**src/rtl/secded_pipeline.sv**
```systemverilog
// Parametrised Hsiao SECDED engine: write encoder with armed error injection,
// two-stage read correction pipeline and saturating error telemetry.
module secded_pipeline #(
    parameter int unsigned DATA_WIDTH = 64,
    parameter int unsigned ECC_WIDTH  = 8,
    parameter int unsigned TAG_WIDTH  = 4,
    parameter int unsigned CNT_WIDTH  = 16
) (
    input  logic                            clk,
    input  logic                            rst,
    input  logic                            wr_valid,
    input  logic [DATA_WIDTH-1:0]           wr_data,
    output logic [DATA_WIDTH+ECC_WIDTH-1:0] dfi_wdata,
    output logic                            dfi_wdata_valid,
    input  logic                            inj_arm,
    input  logic                            inj_disarm,
    input  logic [DATA_WIDTH+ECC_WIDTH-1:0] inj_mask,
    input  logic                            inj_sticky,
    output logic                            inj_done,
    input  logic [DATA_WIDTH+ECC_WIDTH-1:0] dfi_rdata,
    input  logic                            dfi_rdata_valid,
    input  logic [TAG_WIDTH-1:0]            dfi_rtag,
    output logic [DATA_WIDTH-1:0]           rd_data,
    output logic                            rd_valid,
    output logic [TAG_WIDTH-1:0]            rd_tag,
    output logic [ECC_WIDTH-1:0]            rd_syndrome,
    output logic                            rd_err_sbe,
    output logic                            rd_err_dbe,
    input  logic                            cnt_clr,
    input  logic [CNT_WIDTH-1:0]            sbe_thresh,
    output logic [CNT_WIDTH-1:0]            sbe_count,
    output logic [CNT_WIDTH-1:0]            dbe_count,
    output logic                            sbe_alarm,
    output logic                            first_err_valid,
    output logic [TAG_WIDTH-1:0]            first_err_tag,
    output logic [ECC_WIDTH-1:0]            first_err_syndrome
);

    localparam int unsigned CW = DATA_WIDTH + ECC_WIDTH;
    localparam logic [CNT_WIDTH-1:0] CNT_MAX = '1;

    // The code must have enough odd-weight (>=3) columns for every data bit.
    if (DATA_WIDTH > (32'd1 << (ECC_WIDTH - 1)) - ECC_WIDTH) begin : g_bad_width
        $error("secded_pipeline: DATA_WIDTH too large for ECC_WIDTH");
    end

    // idx-th ECC_WIDTH-bit value (ascending) with odd weight >= 3.
    function automatic logic [ECC_WIDTH-1:0] data_col(input int idx);
        logic [ECC_WIDTH-1:0] v;
        int n;
        data_col = '0;
        n = 0;
        for (int c = 0; c < (1 << ECC_WIDTH); c++) begin
            v = ECC_WIDTH'(c);
            if ($countones(v) >= 3 && ($countones(v) % 2) == 1) begin
                if (n == idx) begin
                    data_col = v;
                end
                n++;
            end
        end
    endfunction

    logic [ECC_WIDTH-1:0] h_col [DATA_WIDTH];

    for (genvar i = 0; i < DATA_WIDTH; i++) begin : g_col
        localparam logic [ECC_WIDTH-1:0] COL = data_col(i);
        assign h_col[i] = COL;
    end

    // Check-bit generation for the write beat and the incoming read beat.
    logic [ECC_WIDTH-1:0] wr_ecc_c;
    logic [ECC_WIDTH-1:0] rd_ecc_c;

    always_comb begin : p_enc
        wr_ecc_c = '0;
        rd_ecc_c = '0;
        for (int i = 0; i < int'(DATA_WIDTH); i++) begin
            if (wr_data[i]) begin
                wr_ecc_c = wr_ecc_c ^ h_col[i];
            end
            if (dfi_rdata[i]) begin
                rd_ecc_c = rd_ecc_c ^ h_col[i];
            end
        end
    end

    // ------------------------------------------------------------------
    // Injection FSM
    // ------------------------------------------------------------------
    typedef enum logic {
        INJ_IDLE  = 1'b0,
        INJ_ARMED = 1'b1
    } inj_state_e;

    inj_state_e    state_q;
    inj_state_e    state_d;
    logic [CW-1:0] mask_q;
    logic [CW-1:0] mask_d;
    logic          sticky_q;
    logic          sticky_d;
    logic          inj_apply_c;
    logic          inj_done_c;

    always_ff @(posedge clk) begin : p_inj_state
        if (rst) begin
            state_q  <= INJ_IDLE;
            mask_q   <= '0;
            sticky_q <= 1'b0;
        end else begin
            state_q  <= state_d;
            mask_q   <= mask_d;
            sticky_q <= sticky_d;
        end
    end

    always_comb begin : p_inj_next
        state_d     = state_q;
        mask_d      = mask_q;
        sticky_d    = sticky_q;
        inj_apply_c = 1'b0;
        inj_done_c  = 1'b0;
        case (state_q)
            INJ_IDLE: begin
                if (inj_arm) begin
                    state_d  = INJ_ARMED;
                    mask_d   = inj_mask;
                    sticky_d = inj_sticky;
                end
            end
            INJ_ARMED: begin
                if (wr_valid) begin
                    inj_apply_c = 1'b1;
                    if (!sticky_q) begin
                        state_d    = INJ_IDLE;
                        inj_done_c = 1'b1;
                    end
                end
                if (inj_arm) begin
                    state_d  = INJ_ARMED;
                    mask_d   = inj_mask;
                    sticky_d = inj_sticky;
                end
            end
            default: state_d = INJ_IDLE;
        endcase
        // Disarm wins over arm and over a one-shot completion.
        if (inj_disarm) begin
            state_d = INJ_IDLE;
        end
    end

    always_ff @(posedge clk) begin : p_wr
        if (rst) begin
            dfi_wdata       <= '0;
            dfi_wdata_valid <= 1'b0;
            inj_done        <= 1'b0;
        end else begin
            dfi_wdata_valid <= wr_valid;
            inj_done        <= inj_done_c;
            if (wr_valid) begin
                dfi_wdata <= {wr_ecc_c, wr_data} ^ (inj_apply_c ? mask_q : '0);
            end
        end
    end

    // ------------------------------------------------------------------
    // Read stage 1: capture data, tag and syndrome
    // ------------------------------------------------------------------
    logic                  s1_valid;
    logic [DATA_WIDTH-1:0] s1_data;
    logic [TAG_WIDTH-1:0]  s1_tag;
    logic [ECC_WIDTH-1:0]  s1_syn;

    always_ff @(posedge clk) begin : p_s1
        if (rst) begin
            s1_valid <= 1'b0;
            s1_data  <= '0;
            s1_tag   <= '0;
            s1_syn   <= '0;
        end else begin
            s1_valid <= dfi_rdata_valid;
            if (dfi_rdata_valid) begin
                s1_data <= dfi_rdata[DATA_WIDTH-1:0];
                s1_tag  <= dfi_rtag;
                s1_syn  <= rd_ecc_c ^ dfi_rdata[CW-1:DATA_WIDTH];
            end
        end
    end

    // Syndrome classification; data columns are odd weight >= 3 so at most one matches.
    logic [DATA_WIDTH-1:0] flip_c;
    logic                  col_hit_c;
    logic                  chk_hit_c;
    logic                  sbe_c;
    logic                  dbe_c;

    always_comb begin : p_dec
        flip_c = '0;
        for (int i = 0; i < int'(DATA_WIDTH); i++) begin
            flip_c[i] = (s1_syn == h_col[i]);
        end
        col_hit_c = |flip_c;
        chk_hit_c = (s1_syn != '0) && ((s1_syn & (s1_syn - ECC_WIDTH'(1))) == '0);
        sbe_c     = col_hit_c | chk_hit_c;
        dbe_c     = (s1_syn != '0) && !sbe_c;
    end

    // Counter, alarm and first-error next values; a clear acts before the event.
    logic                 ev_sbe_c;
    logic                 ev_dbe_c;
    logic [CNT_WIDTH-1:0] sbe_base_c;
    logic [CNT_WIDTH-1:0] dbe_base_c;
    logic [CNT_WIDTH-1:0] sbe_next_c;
    logic [CNT_WIDTH-1:0] dbe_next_c;
    logic                 alarm_next_c;

    always_comb begin : p_cnt
        ev_sbe_c     = s1_valid & sbe_c;
        ev_dbe_c     = s1_valid & dbe_c;
        sbe_base_c   = cnt_clr ? '0 : sbe_count;
        dbe_base_c   = cnt_clr ? '0 : dbe_count;
        sbe_next_c   = (ev_sbe_c && sbe_base_c != CNT_MAX) ? sbe_base_c + CNT_WIDTH'(1) : sbe_base_c;
        dbe_next_c   = (ev_dbe_c && dbe_base_c != CNT_MAX) ? dbe_base_c + CNT_WIDTH'(1) : dbe_base_c;
        alarm_next_c = (!cnt_clr && sbe_alarm) ||
                       ((sbe_thresh != '0) && (sbe_next_c >= sbe_thresh));
    end

    // ------------------------------------------------------------------
    // Read stage 2: registered outputs and telemetry
    // ------------------------------------------------------------------
    always_ff @(posedge clk) begin : p_s2
        if (rst) begin
            rd_valid           <= 1'b0;
            rd_data            <= '0;
            rd_tag             <= '0;
            rd_syndrome        <= '0;
            rd_err_sbe         <= 1'b0;
            rd_err_dbe         <= 1'b0;
            sbe_count          <= '0;
            dbe_count          <= '0;
            sbe_alarm          <= 1'b0;
            first_err_valid    <= 1'b0;
            first_err_tag      <= '0;
            first_err_syndrome <= '0;
        end else begin
            rd_valid   <= s1_valid;
            rd_err_sbe <= ev_sbe_c;
            rd_err_dbe <= ev_dbe_c;
            if (s1_valid) begin
                rd_data     <= s1_data ^ flip_c;
                rd_tag      <= s1_tag;
                rd_syndrome <= s1_syn;
            end
            sbe_count <= sbe_next_c;
            dbe_count <= dbe_next_c;
            sbe_alarm <= alarm_next_c;
            if (cnt_clr) begin
                first_err_valid    <= 1'b0;
                first_err_tag      <= '0;
                first_err_syndrome <= '0;
            end
            if ((ev_sbe_c || ev_dbe_c) && (cnt_clr || !first_err_valid)) begin
                first_err_valid    <= 1'b1;
                first_err_tag      <= s1_tag;
                first_err_syndrome <= s1_syn;
            end
        end
    end

endmodule
```
**config.mk**
```make
export PLATFORM = sky130hd
export DESIGN_NAME = secded_pipeline
export DESIGN_NICKNAME = d
export VERILOG_FILES = /design/src/rtl/secded_pipeline.sv
export SDC_FILE = /design/constraint.sdc
export NUM_CORES = 1
export LEC_CHECK = 0
export CAP_MARGIN = 20
export CORE_UTILIZATION = 51
export DETAILED_ROUTE_END_ITERATION = 8
export PLACE_DENSITY = 0.88
export RECOVER_POWER = 100
export SYNTH_ARGS = -nofsm -noshare
export SYNTH_HDL_FRONTEND = slang
export SYNTH_SLANG_ARGS = --single-unit
```
**constraint.sdc**
```tcl
create_clock -name clk -period 5.3 [get_ports clk]
set_clock_uncertainty 0.15 [all_clocks]
set_input_delay 0.795 -clock clk [delete_from_list [all_inputs] [get_ports clk]]
set_output_delay 0.795 -clock clk [all_outputs]
set_load 0.05 [all_outputs]
```
## Yosys cells after proc, flatten, opt, wreduce, memory -nomap -nowiden

Index checks and enable logic that the tools add are counted.

- Bits in registers: 350
- Input port bits: 236
- Logic and storage cells: 396

- Add/subtract/negate cells: 3
- Order comparisons: 1
- Equal/unequal tests: 66
- Mux-type cells: 149
- Bitwise logic cells: 135
- Reductions and logical operators: 20

Operators by type and width:

| kind | number |
|---|---|
| 7-bit 2-to-1 mux | 62 |
| 8-bit by 7-bit == test with 1-bit output, second input constant | 31 |
| 3-bit NOT | 78 |
| 5-bit NOT | 44 |
| 6-bit 2-to-1 mux | 30 |
| 72-bit 2-to-1 mux | 2 |
| 8-bit 2-to-1 mux | 16 |
| 8-bit by 6-bit == test with 1-bit output, second input constant | 15 |
| 72-bit bitwise XOR | 1 |
| 5-bit 2-to-1 mux | 14 |
| 16-bit 2-to-1 mux | 4 |
| 64-bit OR reduction | 1 |
| 64-bit bitwise XOR | 1 |
| 8-bit by 5-bit == test with 1-bit output, second input constant | 7 |
| 8-bit == test, second input constant | 7 |
| 16-bit by 1-bit adder with 16-bit output, second input constant | 2 |
| 4-bit 2-to-1 mux | 8 |
| 16-bit inequality test, second input constant | 2 |
| 8-bit by 4-bit == test with 1-bit output, second input constant | 3 |
| 16-bit greater-or-equal comparator | 1 |
| 16-bit nonzero test | 1 |
| 7-bit NOT | 2 |
| 1-bit 2-to-1 mux | 10 |
| 8-bit bitwise AND | 1 |
| 17 further kinds | 31 |

## Depth between registers and ports, before layout

- Word-level depth: 128
- Gate-level depth with buffers: 19
- Depth with buffers taken out: 18

## Least setup slack after synthesis

No wires, ideal clock.

- Path kind: input -> register
- From: input port cnt_clr
- To: register sbe_alarm
- Setup time: 134 ps
- Arrival time: 4,172 ps
- Data required time: 5,016 ps
- Slack: 844 ps
- Stages: 18
- Buffers on the path: 1
- Cells stage by stage: clkbuf_1 nor2b_1 ha_1 and3_1 and2_1 and3_1 a31oi_1 a21boi_2 xnor2_1 ha_1 nand2b_1 a21o_1 a21o_1 a21o_1 a21o_1 a2111oi_0 or4_1 a311oi_1

- Longest elaborated chain between the ends: 7

Ends and longest elaborated chain:

| element | line | RTL |
|---|---|---|
| start, declared | 29 | `input logic cnt_clr,` |
| branches (longest 6 deep; another with 16-bit by 1-bit adder with 16-bit output) | n/a |  |
| 1-bit logical OR (*) | 225 | `alarm_next_c = (!cnt_clr && sbe_alarm) \|\|` |
| end signal, assigned | 257 | `sbe_alarm <= alarm_next_c;` |
| end, declared | 33 | `output logic sbe_alarm,` |

Mark *: on every way between the ends.
A chain may end at the register's enable or synchronous reset.

## Final worst setup path

- From: register s1_syn[3]
- To: register sbe_alarm

- Longest elaborated chain between the ends: 11

Ends and longest elaborated chain:

| element | line | RTL |
|---|---|---|
| start, declared | 173 | `logic [ECC_WIDTH-1:0] s1_syn;` |
| start signal, assigned | 186 | `s1_syn <= rd_ecc_c ^ dfi_rdata[CW-1:DATA_WIDTH];` |
| 8-bit by 1-bit subtractor with 8-bit output | 204 | `chk_hit_c = (s1_syn != '0) && ((s1_syn & (s1_syn - ECC_WIDTH'(1))) == '0);` |
| 8-bit bitwise AND | 204 |  |
| 8-bit zero test | 204 |  |
| 1-bit logical AND | 204 |  |
| 1-bit OR (*) | 205 | `sbe_c = col_hit_c \| chk_hit_c;` |
| 1-bit bitwise AND (*) | 219 | `ev_sbe_c = s1_valid & sbe_c;` |
| 1-bit logical AND (*) | 223 | `sbe_next_c = (ev_sbe_c && sbe_base_c != CNT_MAX) ? sbe_base_c + CNT_WIDTH'(1) : sbe_base_c;` |
| 16-bit 2-to-1 mux (*) | 223 |  |
| net sbe_next_c[1] | 214 | `logic [CNT_WIDTH-1:0] sbe_next_c;` |
| 16-bit greater-or-equal comparator (*) | 226 | `((sbe_thresh != '0) && (sbe_next_c >= sbe_thresh));` |
| 1-bit logical AND (*) | 226 |  |
| 1-bit logical OR (*) | 225 |  |

The timed path passes the listed nets; every way through them passes the cells marked *.

==> impl_metrics.json <==
{
  "die_width_um": 191,
  "floorplan.rows": 68,
  "critPathRequiredTime_ns": 5.53,
  "flow.area_growth_from_synthesis_pct": 32.2,
  "total_power_uw": 8670,
  "wl_met3_mm": 4.90,
  "cellPowerDensity_nw_per_um2": 360,
  "cts-htree-levels": 2,
  "cts_root_buf": "sky130_fd_sc_hd__clkbuf_16",
  "synth_edf_count": 0,
  "grt.overflow.total": 0,
  "max_freq_ghz": 0.198,
  "clock_tree.buffer_depth": 3,
  "most_frequent_cells_in_the_layout": "sky130_fd_sc_hd__nor2_1, sky130_fd_sc_hd__dfxtp_1, sky130_fd_sc_hd__xnor2_1, sky130_fd_sc_hd__clkdlybuf4s50_1, sky130_fd_sc_hd__dlygate4sd3_1",
  "post-route-min-period_ns": 5.05,
  "met2_wirelength_mm": 29.6,
  "drt-total-wl_mm": 61.8,
  "fp.coreArea_um2": 34900,
  "async_reset_ff_share_pct": 0,
  "status": "finished, violations left",
  "ant_nets": 0,
  "worst-slew-pin-transition_ns": 3.79,
  "maxUsedRoutingLayer": "met5",
  "layout-drive-gt1-share_pct": 4.98,
  "yosysUniqueCellTypes": 77,
  "maximum_number_of_pins_on_one_net_before_global_route_repair": 133,
  "timing.setup.critical_path_class": "reg2reg",
  "initial_core_util_pct": 52.3,
  "route.vias.total": 16400,
  "die_area_um2": 36500,
  "number_of_placed_i_o_pins": 435,
  "final_net_count": 2674,
  "path_delay_family": "compound AO/OA/AOI/OAI gates",
  "synth_top_area_cell": "sky130_fd_sc_hd__dfxtp_1",
  "wl_met1_mm": 23.5,
  "worst_hold_path_type": "reg2reg",
  "critPathMaxFanout": 14,
  "critical_path_buf_inv_count": 1,
  "unrepaired_setup_endpoints_after_global_routing": "false",
  "failed_checks": "max-capacitance violations, max-slew violations",
  "leakage_component_of_the_power_uw": 0.00947,
  "ir_drop_mv": 0.346,
  "yosysSeqAreaShare_pct": 38.4,
  "fillCellCount": 2645,
  "timing.max_slew.rel_slack_pct": -153,
  "numClockSinks": 350,
  "synthesis.instances": 2045,
  "length_of_the_first_detailed_routing_pass_in_iterations": 5,
  "drc_errors": 0,
  "cts_inserted_buffers": 39,
  "critPathArrivalTime_ns": 5.29,
  "timing.critical_path.to_type": "register",
  "mappedNetlistNets": 2299,
  "postCtsSetupBuffers": 0,
  "synth_top_flop_cell": "sky130_fd_sc_hd__dfxtp_1",
  "path_cells": "buf_4 > or2_1 > nor2_1 > a21oi_1 > o2111ai_1 > or4_4 > o31ai_4 > mux2_1 > ha_1 > a21o_1 > a21o_1 > a21o_1 > a21o_1 > a2111oi_0 > or4_1 > a311oi_1",
  "final-hold-violation-count": 0,
  "clock_insertion_delay_at_the_later_pin_of_the_skew_report_ns": 0.53,
  "route.detailed.wl_per_inst_um": 21.3,
  "post-synth-top-area-fraction_pct": 38.4,
  "clkSlewWorstSetupHoldPaths_ns": 0.06,
  "grt_first_pass_wirelength_mm": 93.9,
  "crit_path_top_delay_cell": "sky130_fd_sc_hd__dfxtp_1",
  "number_of_antenna_violations_at_the_first_check_in_global_routing": 4,
  "grt_total_usage_pct": 33.2,
  "cp-start-kind": "register",
  "clock_tree_from_tritoncts": "yes",
  "cap_violations": 6,
  "cp_common_cell": "sky130_fd_sc_hd__a21o_1",
  "post_synth.cell_area_avg_um2": 8.92,
  "reg2reg_slack_ns": 0.25,
  "violation_count_after_the_first_detailed_routing_iteration": 1255,
  "io_buffers": 434,
  "report.final.setup_viol": 0,
  "via_count_of_the_first_global_routing_pass": 16400,
  "vias_per_cell": 5.65,
  "synth.yosys.warnings": 0,
  "dp.final_hpwl_mm": 46.3,
  "report.final.slew_viol_count": 434,
  "rd_place_congestion": 0.960,
  "mostFrequentLayoutCell": "sky130_fd_sc_hd__nor2_1",
  "ys_seq_elements": 350,
  "fin_crit_sh_pct": 95.3,
  "syn_area_um2": 18200,
  "crit_path_max_incr_delay_ns": 0.67,
  "post_cts.resized_instances": 0,
  "floorplan.die.height_um": 191,
  "post_synth_main_area_contributors": "sky130_fd_sc_hd__dfxtp_1, sky130_fd_sc_hd__xnor2_1, sky130_fd_sc_hd__mux2i_1, sky130_fd_sc_hd__xor2_1, sky130_fd_sc_hd__nor2_1",
  "setup-tns-final_ns": 0,
  "postCtsHoldBufs": 0
}
==> per-layer routing <==
layer	up-vias	global-route usage, %
li1	7674	-
met1	7817	38.8
met2	714	55.7
met3	207	7.45
met4	2	19.5
met5	-	0
==> worst paths after layout <==
check                 start         to  cells after the start
hold reg to reg    sticky_q   inj_done                      1
setup reg to reg  s1_syn[3]  sbe_alarm                     16
hold / removal     sticky_q   inj_done                      1
setup / recovery  s1_syn[3]  sbe_alarm                     16
==> kinds of logic (layout without fill, tap and decap cells) <==
kind of cell    count (synthesis)  after routing  share of synthesized area, %
simple gates                  680            680                          17.2
xor+xnor                      419            419                          20.2
flops                         350            350                          38.4
compound gates                247            247                          9.77
mux                           171            171                          9.53
buf+inv                       159            563                          3.60
fa+ha+maj                      19             19                          1.29
other cells                     0              3                             0
==> power by group <==
part / switching, uW / internal (uW)
Combinational: 1720 / 1150
Sequential: 182 / 2830
Clock: 1120 / 1660
Total: 3020 / 5650
==> synthesized netlist by cell type (5+ instances only) <==
master	number
sky130_fd_sc_hd__clkbuf_1	94
sky130_fd_sc_hd__buf_2	12
sky130_fd_sc_hd__or3_1	27
sky130_fd_sc_hd__nor3_1	14
sky130_fd_sc_hd__nor2b_1	29
sky130_fd_sc_hd__nor4_1	10
sky130_fd_sc_hd__ha_1	18
sky130_fd_sc_hd__buf_1	19
sky130_fd_sc_hd__dfxtp_1	350
sky130_fd_sc_hd__a211oi_1	131
sky130_fd_sc_hd__buf_4	6
sky130_fd_sc_hd__o21ai_0	25
sky130_fd_sc_hd__inv_1	25
sky130_fd_sc_hd__xnor2_1	263
sky130_fd_sc_hd__nor3b_1	16
sky130_fd_sc_hd__or4_1	6
sky130_fd_sc_hd__nor2_1	357
sky130_fd_sc_hd__a21oi_1	38
sky130_fd_sc_hd__xor2_1	155
sky130_fd_sc_hd__o31ai_1	5
sky130_fd_sc_hd__a21o_1	5
sky130_fd_sc_hd__nand4_1	11
sky130_fd_sc_hd__mux2_2	9
sky130_fd_sc_hd__nand2_1	142
sky130_fd_sc_hd__nand3_1	14
sky130_fd_sc_hd__mux2i_1	159
sky130_fd_sc_hd__a311oi_1	14
sky130_fd_sc_hd__nand2b_1	6
sky130_fd_sc_hd__and3_1	7
sky130_fd_sc_hd__nand4b_1	8
==> worst register-to-register path: cells and delay by family, from the launching register on <==
| family | cells | cell delay [ns] |
|---|---|---|
| AOI/OAI and AO/OA | 9 | 1.95 |
| and+or+nand+nor | 4 | 1.18 |
| DFF | 1 | 0.67 |
| muxes | 1 | 0.38 |
| adders and majority gates | 1 | 0.30 |
| buffers and inverters | 1 | 0.29 |
==> final cells by class <==
class / instances / area, um2 / share of cell area [%]
Multi-Input combinational cell: 1536 / 10600 / 43.8
Sequential cell: 350 / 7010 / 29.1
Timing Repair Buffer: 468 / 4560 / 18.9
Clock buffer: 57 / 1150 / 4.79
Tap cell: 455 / 569 / 2.36
Clock inverter: 13 / 151 / 0.628
Inverter: 25 / 93.8 / 0.389
Antenna cell: 3 / 7.51 / 0.0311
==> through the flow <==
step	instance area, um2	util [%]	cells	setup WS [ns]	hold slack [ns]
6_report	24100	69.1	2907	0.246	0.288
5_1_grt	24100	69.1	2907	0.0573	0.312
4_1_cts	24100	69.2	2903	0.265	0.287
3_5_place_dp	22800	65.5	2833	0.321	0.276
3_3_place_gp	22800	65.5	2832	0.392	0.276
2_1_floorplan	18200	-	2045	0.844	0.261
==> registers in the layout, summed over array words and instances (netlist names), 4 cells and up <==
name and flops:
s1_data 64, first_err_tag 4, mask_q 72, first_err_syndrome 8, rd_data 64, sbe_count 16
rd_syndrome 8, rd_tag 4, dbe_count 16, s1_tag 4, s1_syn 8, dfi_wdata 72
Power figures use the tool's default switching activity.
